===== config.mk =====
export PLATFORM = sky130hd
export DESIGN_NAME = pattern_scan_ctrl_flat
export DESIGN_NICKNAME = d
export VERILOG_FILES = /design/src/rtl/pattern_scan_pkg.sv /design/src/rtl/pattern_scan_if.sv /design/src/rtl/pattern_window_cmp.sv /design/src/rtl/pattern_scan_ctrl.sv /design/src/flat_wrapper.sv
export SDC_FILE = /design/constraint.sdc
export NUM_CORES = 2
export LEC_CHECK = 0
export CAP_MARGIN = 15
export CELL_PAD_IN_SITES_DETAIL_PLACEMENT = 1
export CELL_PAD_IN_SITES_GLOBAL_PLACEMENT = 1
export CORE_MARGIN = 4
export CORE_UTILIZATION = 24
export CTS_BUF_LIST = sky130_fd_sc_hd__clkbuf_16
export DETAILED_ROUTE_END_ITERATION = 10
export PLACE_DENSITY_LB_ADDON = 0.1
export SYNTH_ARGS = -nofsm -noshare
export SYNTH_HDL_FRONTEND = slang
export SYNTH_HIERARCHICAL = 1
export SYNTH_SLANG_ARGS = --single-unit

===== constraint.sdc =====
create_clock -name clk -period 7.8 [get_ports clk]
set_input_delay 1.56 -clock clk [delete_from_list [all_inputs] [get_ports clk]]
set_output_delay 1.56 -clock clk [all_outputs]
set_load 0.01 [all_outputs]

===== src/rtl/pattern_scan_pkg.sv =====
// Shared widths and enumerations for the pattern scan controller and its window/compare datapath.
package pattern_scan_pkg;
  localparam int DATA_W = 32;
  localparam int PAT_W  = 64;
  localparam int CNT_W  = 16;
  localparam int WIN_W  = 3 * DATA_W;
  localparam int N_OFF  = DATA_W;
  localparam int OFF_W  = 5;

  typedef enum logic [1:0] {
    IDLE  = 2'd0,
    SCAN  = 2'd1,
    FLUSH = 2'd2,
    DONE  = 2'd3
  } state_t;

  typedef enum logic [1:0] {
    COMPLETE = 2'd0,
    LIMIT    = 2'd1,
    ABORT    = 2'd2
  } status_t;
endpackage


===== src/rtl/pattern_scan_if.sv =====
// Config, stream, hit-report and done signals of the pattern scan controller.
interface pattern_scan_if;
  import pattern_scan_pkg::*;

  logic              cfg_valid;
  logic              cfg_ready;
  logic [PAT_W-1:0]  cfg_pattern;
  logic [CNT_W-1:0]  cfg_len;
  logic [CNT_W-1:0]  cfg_max_hits;
  logic              abort;
  logic              in_valid;
  logic              in_ready;
  logic [DATA_W-1:0] in_data;
  logic              hit_valid;
  logic              hit_ready;
  logic [CNT_W-1:0]  hit_word_idx;
  logic [OFF_W-1:0]  hit_bit_off;
  logic              done_valid;
  logic [CNT_W-1:0]  done_hits;
  logic [1:0]        done_status;

  modport master (
    output cfg_valid, cfg_pattern, cfg_len, cfg_max_hits, abort,
    output in_valid, in_data, hit_ready,
    input  cfg_ready, in_ready, hit_valid, hit_word_idx, hit_bit_off,
    input  done_valid, done_hits, done_status
  );

  modport slave (
    input  cfg_valid, cfg_pattern, cfg_len, cfg_max_hits, abort,
    input  in_valid, in_data, hit_ready,
    output cfg_ready, in_ready, hit_valid, hit_word_idx, hit_bit_off,
    output done_valid, done_hits, done_status
  );
endinterface


===== src/rtl/pattern_window_cmp.sv =====
// Sliding word window, 32-offset pattern compare with fill-based validity mask,
// lowest-offset priority encode and registered hit/offset.
module pattern_window_cmp
  import pattern_scan_pkg::*;
(
  input  logic              clk,
  input  logic              rst_n,
  input  logic              clear,
  input  logic              accept,
  input  logic              hit_clr,
  input  logic [DATA_W-1:0] in_data,
  input  logic [PAT_W-1:0]  pattern,
  output logic              hit,
  output logic [OFF_W-1:0]  hit_off
);
  // Window bit 95 never reaches a compare at offsets 0..31, so only 95 bits exist.
  logic [WIN_W-DATA_W-2:0] hist_q;
  logic [WIN_W-2:0]        window;
  logic [1:0]              fill_q;
  logic [N_OFF-1:0]        mask;
  logic                    match_any;
  logic [OFF_W-1:0]        match_off;

  assign window = {hist_q, in_data};

  always_comb begin
    case (fill_q)
      2'd0:    mask = '0;
      2'd1:    mask = {{(N_OFF-1){1'b0}}, 1'b1};
      default: mask = '1;
    endcase
  end

  always_comb begin
    match_any = 1'b0;
    match_off = '0;
    for (int i = N_OFF - 1; i >= 0; i--) begin
      if (mask[i] && (window[i +: PAT_W] == pattern)) begin
        match_any = 1'b1;
        match_off = OFF_W'(i);
      end
    end
  end

  always_ff @(posedge clk) begin
    if (!rst_n || clear) begin
      hist_q  <= '0;
      fill_q  <= '0;
      hit     <= 1'b0;
      hit_off <= '0;
    end else begin
      if (accept) begin
        hist_q <= window[WIN_W-DATA_W-2:0];
        if (fill_q != 2'd2) fill_q <= fill_q + 2'd1;
      end
      if (hit_clr) begin
        hit <= 1'b0;
      end else if (accept) begin
        hit     <= match_any;
        hit_off <= match_off;
      end
    end
  end
endmodule


===== src/rtl/pattern_scan_ctrl.sv =====
// Job sequencer for 64-bit pattern detection over a 32-bit stream: config capture,
// stream backpressure, hit reporting, hit limit, abort and done status.
//
//   state | meaning
//   IDLE  | cfg_ready high, waiting for a job
//   SCAN  | accepting words while no hit is pending
//   FLUSH | all words taken, draining the final compare / pending hit
//   DONE  | one-cycle done pulse with hit count and status
module pattern_scan_ctrl
  import pattern_scan_pkg::*;
(
  input  logic           clk,
  input  logic           rst_n,
  pattern_scan_if.slave  bus
);
  state_t           state_q, state_d;
  status_t          status_q, status_d;
  logic [PAT_W-1:0] pat_q;
  logic [CNT_W-1:0] max_q, left_q, idx_q, cnt_q, hit_idx_q;
  logic             hit_q;
  logic [OFF_W-1:0] hit_off_q;
  logic             cfg_take, in_rdy, accept, hit_hs, limit_hs, abort_act;

  assign cfg_take  = (state_q == IDLE) && bus.cfg_valid;
  assign in_rdy    = (state_q == SCAN) && !hit_q && (left_q != '0);
  assign accept    = in_rdy && bus.in_valid;
  assign hit_hs    = hit_q && bus.hit_ready;
  assign abort_act = bus.abort && ((state_q == SCAN) || (state_q == FLUSH));
  assign limit_hs  = hit_hs && (max_q != '0) && ((cnt_q + CNT_W'(1)) == max_q);

  pattern_window_cmp u_cmp (
    .clk     (clk),
    .rst_n   (rst_n),
    .clear   (cfg_take),
    .accept  (accept),
    .hit_clr (hit_hs || abort_act),
    .in_data (bus.in_data),
    .pattern (pat_q),
    .hit     (hit_q),
    .hit_off (hit_off_q)
  );

  always_ff @(posedge clk) begin
    if (!rst_n) begin
      state_q  <= IDLE;
      status_q <= COMPLETE;
    end else begin
      state_q  <= state_d;
      status_q <= status_d;
    end
  end

  always_comb begin
    state_d  = state_q;
    status_d = status_q;
    case (state_q)
      IDLE: begin
        if (bus.cfg_valid) begin
          status_d = COMPLETE;
          state_d  = (bus.cfg_len == '0) ? DONE : SCAN;
        end
      end
      SCAN, FLUSH: begin
        if (bus.abort) begin
          state_d  = DONE;
          status_d = ABORT;
        end else if (limit_hs) begin
          state_d  = DONE;
          status_d = LIMIT;
        end else if (state_q == SCAN) begin
          if (accept && (left_q == CNT_W'(1))) state_d = FLUSH;
        end else if (hit_hs || !hit_q) begin
          state_d  = DONE;
          status_d = COMPLETE;
        end
      end
      default: state_d = IDLE;
    endcase
  end

  // Abort discards a pending hit, so it must not be counted.
  always_ff @(posedge clk) begin
    if (!rst_n) begin
      pat_q     <= '0;
      max_q     <= '0;
      left_q    <= '0;
      idx_q     <= '0;
      cnt_q     <= '0;
      hit_idx_q <= '0;
    end else begin
      if (cfg_take) begin
        pat_q  <= bus.cfg_pattern;
        max_q  <= bus.cfg_max_hits;
        left_q <= bus.cfg_len;
        idx_q  <= '0;
        cnt_q  <= '0;
      end
      if (accept) begin
        left_q    <= left_q - CNT_W'(1);
        idx_q     <= idx_q + CNT_W'(1);
        hit_idx_q <= idx_q;
      end
      if (hit_hs && !abort_act) cnt_q <= cnt_q + CNT_W'(1);
    end
  end

  always_comb begin
    bus.cfg_ready    = 1'b0;
    bus.in_ready     = 1'b0;
    bus.hit_valid    = 1'b0;
    bus.hit_word_idx = '0;
    bus.hit_bit_off  = '0;
    bus.done_valid   = 1'b0;
    bus.done_hits    = '0;
    bus.done_status  = '0;
    if (rst_n) begin
      bus.cfg_ready = (state_q == IDLE);
      bus.in_ready  = in_rdy;
      bus.hit_valid = hit_q;
      if (hit_q) begin
        bus.hit_word_idx = hit_idx_q;
        bus.hit_bit_off  = hit_off_q;
      end
      if (state_q == DONE) begin
        bus.done_valid  = 1'b1;
        bus.done_hits   = cnt_q;
        bus.done_status = status_q;
      end
    end
  end
endmodule


===== src/flat_wrapper.sv =====
// flat-port wrapper written by rule: the top's interface ports become plain ports
module pattern_scan_ctrl_flat import pattern_scan_pkg::*;
  (clk, rst_n, bus_cfg_valid, bus_cfg_pattern, bus_cfg_len, bus_cfg_max_hits, bus_abort, bus_in_valid, bus_in_data, bus_hit_ready, bus_cfg_ready, bus_in_ready, bus_hit_valid, bus_hit_word_idx, bus_hit_bit_off, bus_done_valid, bus_done_hits, bus_done_status);
  pattern_scan_if bus_i ();
  input  logic clk;
  input  logic rst_n;
  input wire logic [$bits(bus_i.cfg_valid)-1:0] bus_cfg_valid;
  input wire logic [$bits(bus_i.cfg_pattern)-1:0] bus_cfg_pattern;
  input wire logic [$bits(bus_i.cfg_len)-1:0] bus_cfg_len;
  input wire logic [$bits(bus_i.cfg_max_hits)-1:0] bus_cfg_max_hits;
  input wire logic [$bits(bus_i.abort)-1:0] bus_abort;
  input wire logic [$bits(bus_i.in_valid)-1:0] bus_in_valid;
  input wire logic [$bits(bus_i.in_data)-1:0] bus_in_data;
  input wire logic [$bits(bus_i.hit_ready)-1:0] bus_hit_ready;
  output wire logic [$bits(bus_i.cfg_ready)-1:0] bus_cfg_ready;
  output wire logic [$bits(bus_i.in_ready)-1:0] bus_in_ready;
  output wire logic [$bits(bus_i.hit_valid)-1:0] bus_hit_valid;
  output wire logic [$bits(bus_i.hit_word_idx)-1:0] bus_hit_word_idx;
  output wire logic [$bits(bus_i.hit_bit_off)-1:0] bus_hit_bit_off;
  output wire logic [$bits(bus_i.done_valid)-1:0] bus_done_valid;
  output wire logic [$bits(bus_i.done_hits)-1:0] bus_done_hits;
  output wire logic [$bits(bus_i.done_status)-1:0] bus_done_status;
  assign bus_i.cfg_valid = bus_cfg_valid;
  assign bus_i.cfg_pattern = bus_cfg_pattern;
  assign bus_i.cfg_len = bus_cfg_len;
  assign bus_i.cfg_max_hits = bus_cfg_max_hits;
  assign bus_i.abort = bus_abort;
  assign bus_i.in_valid = bus_in_valid;
  assign bus_i.in_data = bus_in_data;
  assign bus_i.hit_ready = bus_hit_ready;
  assign bus_cfg_ready = bus_i.cfg_ready;
  assign bus_in_ready = bus_i.in_ready;
  assign bus_hit_valid = bus_i.hit_valid;
  assign bus_hit_word_idx = bus_i.hit_word_idx;
  assign bus_hit_bit_off = bus_i.hit_bit_off;
  assign bus_done_valid = bus_i.done_valid;
  assign bus_done_hits = bus_i.done_hits;
  assign bus_done_status = bus_i.done_status;
  pattern_scan_ctrl u_core (.clk(clk), .rst_n(rst_n), .bus(bus_i));
endmodule

# Word-level counts from Yosys, hierarchy flattened
# Cells that the tools add are included.
# Widths: inputs -> output; s select.
# classes
muxes,97
bitwise,1
n_addsub,4
n_eq_ne,44
n_reduce_logical,63
# op_table
cell,n
$eq 64x64->1,32
$mux 5,34
$mux 16,9
$pmux 32 s2,1
$logic_and 1x1->1,42
$mux 1,37
$add 16x1->16 const B,2
$reduce_bool 16->1,2
$mux 2,14
$eq 16x1->1 const B,1
$eq 16x16->1,1
$logic_not 16->1,1
$sub 16x1->16 const B,1
$pmux 2 s2,2
$reduce_bool 2->1,3
$ne 5x2->1 const B,1
$ne 5x4->1 const B,1
$eq 2x1->1 const B,2
$eq 2x2->1 const B,2
$logic_not 2->1,2
$logic_or 1x1->1,4
$ne 2x2->1 const B,2
$ne 4x2->1 const B,1
$ne 4x3->1 const B,1
7 further kinds,11
# word_totals
output_inout_bits,43
regBits,219
word_cells,221

# Longest topological paths before layout
# logic_depth
depth_word,35
depth_mapped,17
depth_no_buf,15

# Hierarchy
# The synthesis kept the hierarchy.
# modules_own_cells
mod,cells_per_inst,n_inst,area_each_um2
pattern_window_cmp,3762,1,27521.4
pattern_scan_ctrl,930,1,7028.0

# Worst setup path after synthesis
# Ideal clock, no wire load.
# synth_timing
path_kind,input port to flip-flop
start,input port bus_in_data[31]
end,register u_core.u_cmp.hit
setup_ps,103
path_slack_ps,3727
required_ps,7697
arrival_ps,3970
path_buffers,4
stages,13
cell_sequence,buf_4 -> buf_2 -> buf_2 -> buf_2 -> xnor2_1 -> nand4_1 -> nor4_1 -> nand3_1 -> nor4_1 -> nor2_1 -> nand3_2 -> nor3_1 -> a2111oi_2
# synth_via
elab_chain_len,34
word_cells_on_any_way,96
# synth_rtl
item,line_no,text
from (decl),flat_wrapper.sv:13,input wire logic [$bits(bus_i.in_data)-1:0] bus_in_data;
$eq 64x64->1,pattern_window_cmp.sv:38,if (mask[i] && (window[i +: PAT_W] == pattern)) begin
$logic_and 1x1->1,pattern_window_cmp.sv:38,
$mux 1 (31 in series),pattern_window_cmp.sv:38,
$mux 1 (*),pattern_window_cmp.sv:38,
to (signal assigned),pattern_window_cmp.sv:59,hit <= match_any;
to (decl),pattern_window_cmp.sv:13,"output logic hit,"
# Every way passes the cells marked *; elsewhere a longest branch is shown, timed or not.
# A chain may end at the register's enable or synchronous reset.

# Final worst setup path
# layout_timing
start,input port bus_in_data[30]
end,register u_core.u_cmp.hit_off[0]
# layout_via
elab_chain_len,33
word_cells_on_any_way,93
# layout_rtl
item,line_no,text
$eq 64x64->1,pattern_window_cmp.sv:38,
$logic_and 1x1->1,pattern_window_cmp.sv:38,
$mux 5 (30 in series),pattern_window_cmp.sv:38,
$mux 5 (*),pattern_window_cmp.sv:38,
to (signal assigned),pattern_window_cmp.sv:60,hit_off <= match_off;
to (decl),pattern_window_cmp.sv:14,output logic [OFF_W-1:0] hit_off
# Marks and branches as above.

==> impl_metrics.csv <==
group,metric,value,unit
status,status,"finished with violations",
status,violations,"design-rule violations",
clock_network,cts_tree,"done",
critical_path,cp.required,8.36,ns
clock_network,postCtsResizedCells,0,
placed_design,place.gp.congestion,1.10,
clock_network,path_clk_slew,0.06,ns
critical_path,r2r-end,"u_core/u_cmp/hit_off[0]$_SDFFE_PP0P_",
timing,finalHoldViolCount,0,
synthesis,yosysTopAreaCellShare,18.9,%
timing,hold_ws,0.453,ns
global_routing,grt_util_all_layers,41.7,%
die,row_count,138,
pwr,leakagePower,15.2,nW
die,ios,177,
timing,fin_crit_sh,74.5,%
drt,ant_nets,0,
timing,rsz0062_at_grt,"no",
placed_design,dp_slack,1.86,ns
critical_path,crit_type,"in2reg",
timing,setup_violations,0,
pwr,p_switching,6.33,mW
synthesis,synth_top_area_cell,"xor2_1",
finish,area_growth,12.7,%
synthesis,syn_area,0.0345,mm^2
pwr,vdd_drop_max,0.192,mV
die,core,0.142,mm^2
worst_hold_path,hold_end,"u_core/hit_idx_q[7]$_SDFFE_PN0P_",
critical_path,critPathMostFrequentCell,"nand4_1",
pwr,p_seq_share,17.2,%
clock_network,numCtsBuffers,34,
clock_network,worst_skew_pair.late_latency,0.68,ns
timing,worstMarginPinSlew,1.43,ns
worst_hold_path,hold_class,"reg2reg",
clock_network,cts_root_buf,"clkbuf_16",
clock_network,cts.sinks,219,
clock_network,h-tree-depth,2,
timing,drv_slew,0,
drt,drt_iter0_markers,8634,
global_routing,grt_pass1_vias,44000,
worst_hold_path,min_path_cells,2,
finish,fillers,17100,
synthesis,synth_edf_count,0,
critical_path,crit_arrival,6.37,ns
global_routing,grt_max_degree,82,
finish,multi_input_area,0.0262,mm^2
pwr,internal_power,4.32,mW
synthesis,synth.avg_cell_area,7.36,um^2
die,start_util,24.3,%
drt,firstDrtPassIters,11,
drt,post-route-drc-count,4,
die,fp.dieH,387,um
critical_path,worstSetupEndpointType,"flop",
drt,num_vias,46200,
synthesis,ys_top_cells_by_area,"xor2_1, xnor2_1, dfxtp_1",
clock_network,postCtsSetupBuffers,0,
timing,tns,0,ns
finish,layout.nets,4705,
synthesis,synth_cell_type_count,80,
timing,fmax,0.172,GHz
timing,period_needed,5.81,ns
critical_path,cp_cell_sequence,"buf_2 -> buf_4 -> xnor2_1 -> nand4_1 -> nor4_1 -> nand4_1 -> o2111ai_1 -> a41oi_1 -> o31ai_1 -> nand2_1 -> a21oi_1",
global_routing,grt_pass1_wl,429000,um
pwr,p_comb_share,68.0,%
global_routing,antenna_found_initial,37,
pwr,clkPwrFrac,14.9,%
critical_path,reg2regPathDepth,13,
placed_design,dp_hpwl,209000,um
critical_path,crit_slowest_cell,"nor4_1",
synthesis,netlist_instances,4692,
clock_network,hold_buffers,0,
global_routing,globalRouteOverflowTotal,0,
timing,finClkSkew,0.0501,ns
synthesis,synthFlopType,"dfxtp_1",
pwr,power_density,273,mW/mm^2
critical_path,crit_path_start_kind,"input port",
die,fp.dieArea,0.150,mm^2
drt,vias_per_cell,7.10,
finish,layout-drive-gt1-share,11.2,%
pwr,p_total,10.6,mW
synthesis,synth.most_common_cell,"xor2_1",
synthesis,synth_nets,4838,
finish,final_area,0.0389,mm^2
die,floorplan.die.width,387,um
finish,regArea,0.00452,mm^2
critical_path,regToRegSetupSlack,2.13,ns
critical_path,reg2reg_from,"u_core/pat_q[36]$_SDFFE_PN0P_",
drt,finalWirelength,330000,um
worst_hold_path,min_from,"u_core/hit_idx_q[7]$_SDFFE_PN0P_",
critical_path,cp_max_fo,21,
placed_design,port_buffers,176,
synthesis,ys_warn_count,6,
pwr,swShare,59.4,%
placed_design,placed_area,0.0377,mm^2
synthesis,ys_seq_elements,219,
run,max-cap-violations,0,
synthesis,async_flop_share,0,%
synthesis,synth_common_cells,"xor2_1, xnor2_1, o22ai_1",
synthesis,yosysSeqAreaShare,12.7,%
timing,timing.slew.headroom,3.98,%
drt,avgRoutedWirePerCell,50.8,um
critical_path,max_stage_delay,1.10,ns
clock_network,cts_buffer_depth,3,
timing,finalWorstSetupSlack,1.99,ns
## critical path, delay by kind of cell
kind | cells | cell delay [ns]
buffers and inverters | 2 | 1.26
AO/OA/AOI/OAI | 4 | 1.25
XOR/XNOR | 1 | 0.18
AND/OR/NAND/NOR | 4 | 2.03
## registers in the layout, indices dropped and copies added (netlist names)
name	flops
u_core/pat_q	64
u_core/u_cmp/hist_q	63
u_core/cnt_q	16
u_core/hit_idx_q	16
u_core/idx_q	16
u_core/left_q	16
u_core/max_q	16
u_core/u_cmp/hit_off	5
u_core/state_q	2
u_core/status_q	2
u_core/u_cmp/fill_q	2
u_core/u_cmp/hit	1
## metal layers
layer	GRT usage, %	wire length (um)	share of wire, %
met5	2.20	519	0.16
met4	32.9	33600	10
met3	20.6	48700	15
met2	55.5	124000	38
met1	49.8	123000	37
## cell type report
class / instances / share of cell area (%)
diodes: 32 / 0.206
clock buffers: 34 / 2.18
clock inverters: 25 / 0.617
inverters: 166 / 1.63
multi-input cells: 3672 / 67.4
flip-flops and latches: 219 / 11.6
well taps: 1890 / 6.07
repair buffers: 466 / 10.3
## worst max path at each step
stage	startpoint	end	slack (ns)	cells past startpoint
final	bus_in_data[30]	u_core/u_cmp/hit_off[0]$_SDFFE_PP0P_	1.99	11
after global placement	bus_in_data[17]	u_core/u_cmp/hit$_SDFFE_PP0P_	1.48	12
after detailed placement	bus_in_data[30]	u_core/u_cmp/hit_off[0]$_SDFFE_PP0P_	1.86	13
after floorplan	bus_in_data[31]	u_core/u_cmp/hit$_SDFFE_PP0P_	3.73	13
after CTS	bus_in_data[30]	u_core/u_cmp/hit_off[0]$_SDFFE_PP0P_	2.47	13
after global routing	bus_in_data[30]	u_core/u_cmp/hit_off[0]$_SDFFE_PP0P_	2.30	13
## metrics by stage
step	util, %	std cells
after global routing	27.3	6475
final	27.4	6504
after detailed placement	26.5	6410
after global placement	26.5	6409
after CTS	27.3	6469
after floorplan	-	4692
## power by group through the flow
stage          sequential (mW)  combinational (mW)  clock, mW
6_report                  1.83                7.23       1.58
3_3_place_gp              1.80                6.68          0
2_1_floorplan             1.35                4.25          0
3_5_place_dp              1.80                6.69          0
5_1_grt                   1.80                7.20       1.69
4_1_cts                   1.77                6.71       1.63
## logic make-up after synthesis
group | synth area share, %
XOR/XNOR | 36.5
AND/OR/NAND/NOR | 20.4
AO/OA/AOI/OAI | 16.6
buffers and inverters | 11.4
flip-flops | 12.7
multiplexers | 2.01
adder cells (fa/ha/maj) | 0.435
## cells in the final DEF (no fill, tap or decap), types with 107 or more instances in the layout
cell type        netlist  final
a21oi_1              150    150
buf_4                100    279
clkdlybuf4s50_1        0    162
dfxtp_1              219    111
dfxtp_2                0    107
inv_1                129    129
nand2_1              265    264
nand4_1              245    245
nor2_1               144    143
nor4_1               321    321
o22ai_1              411    411
xnor2_1              692    692
xor2_1               746    746
(Power assumes the default switching activity.)
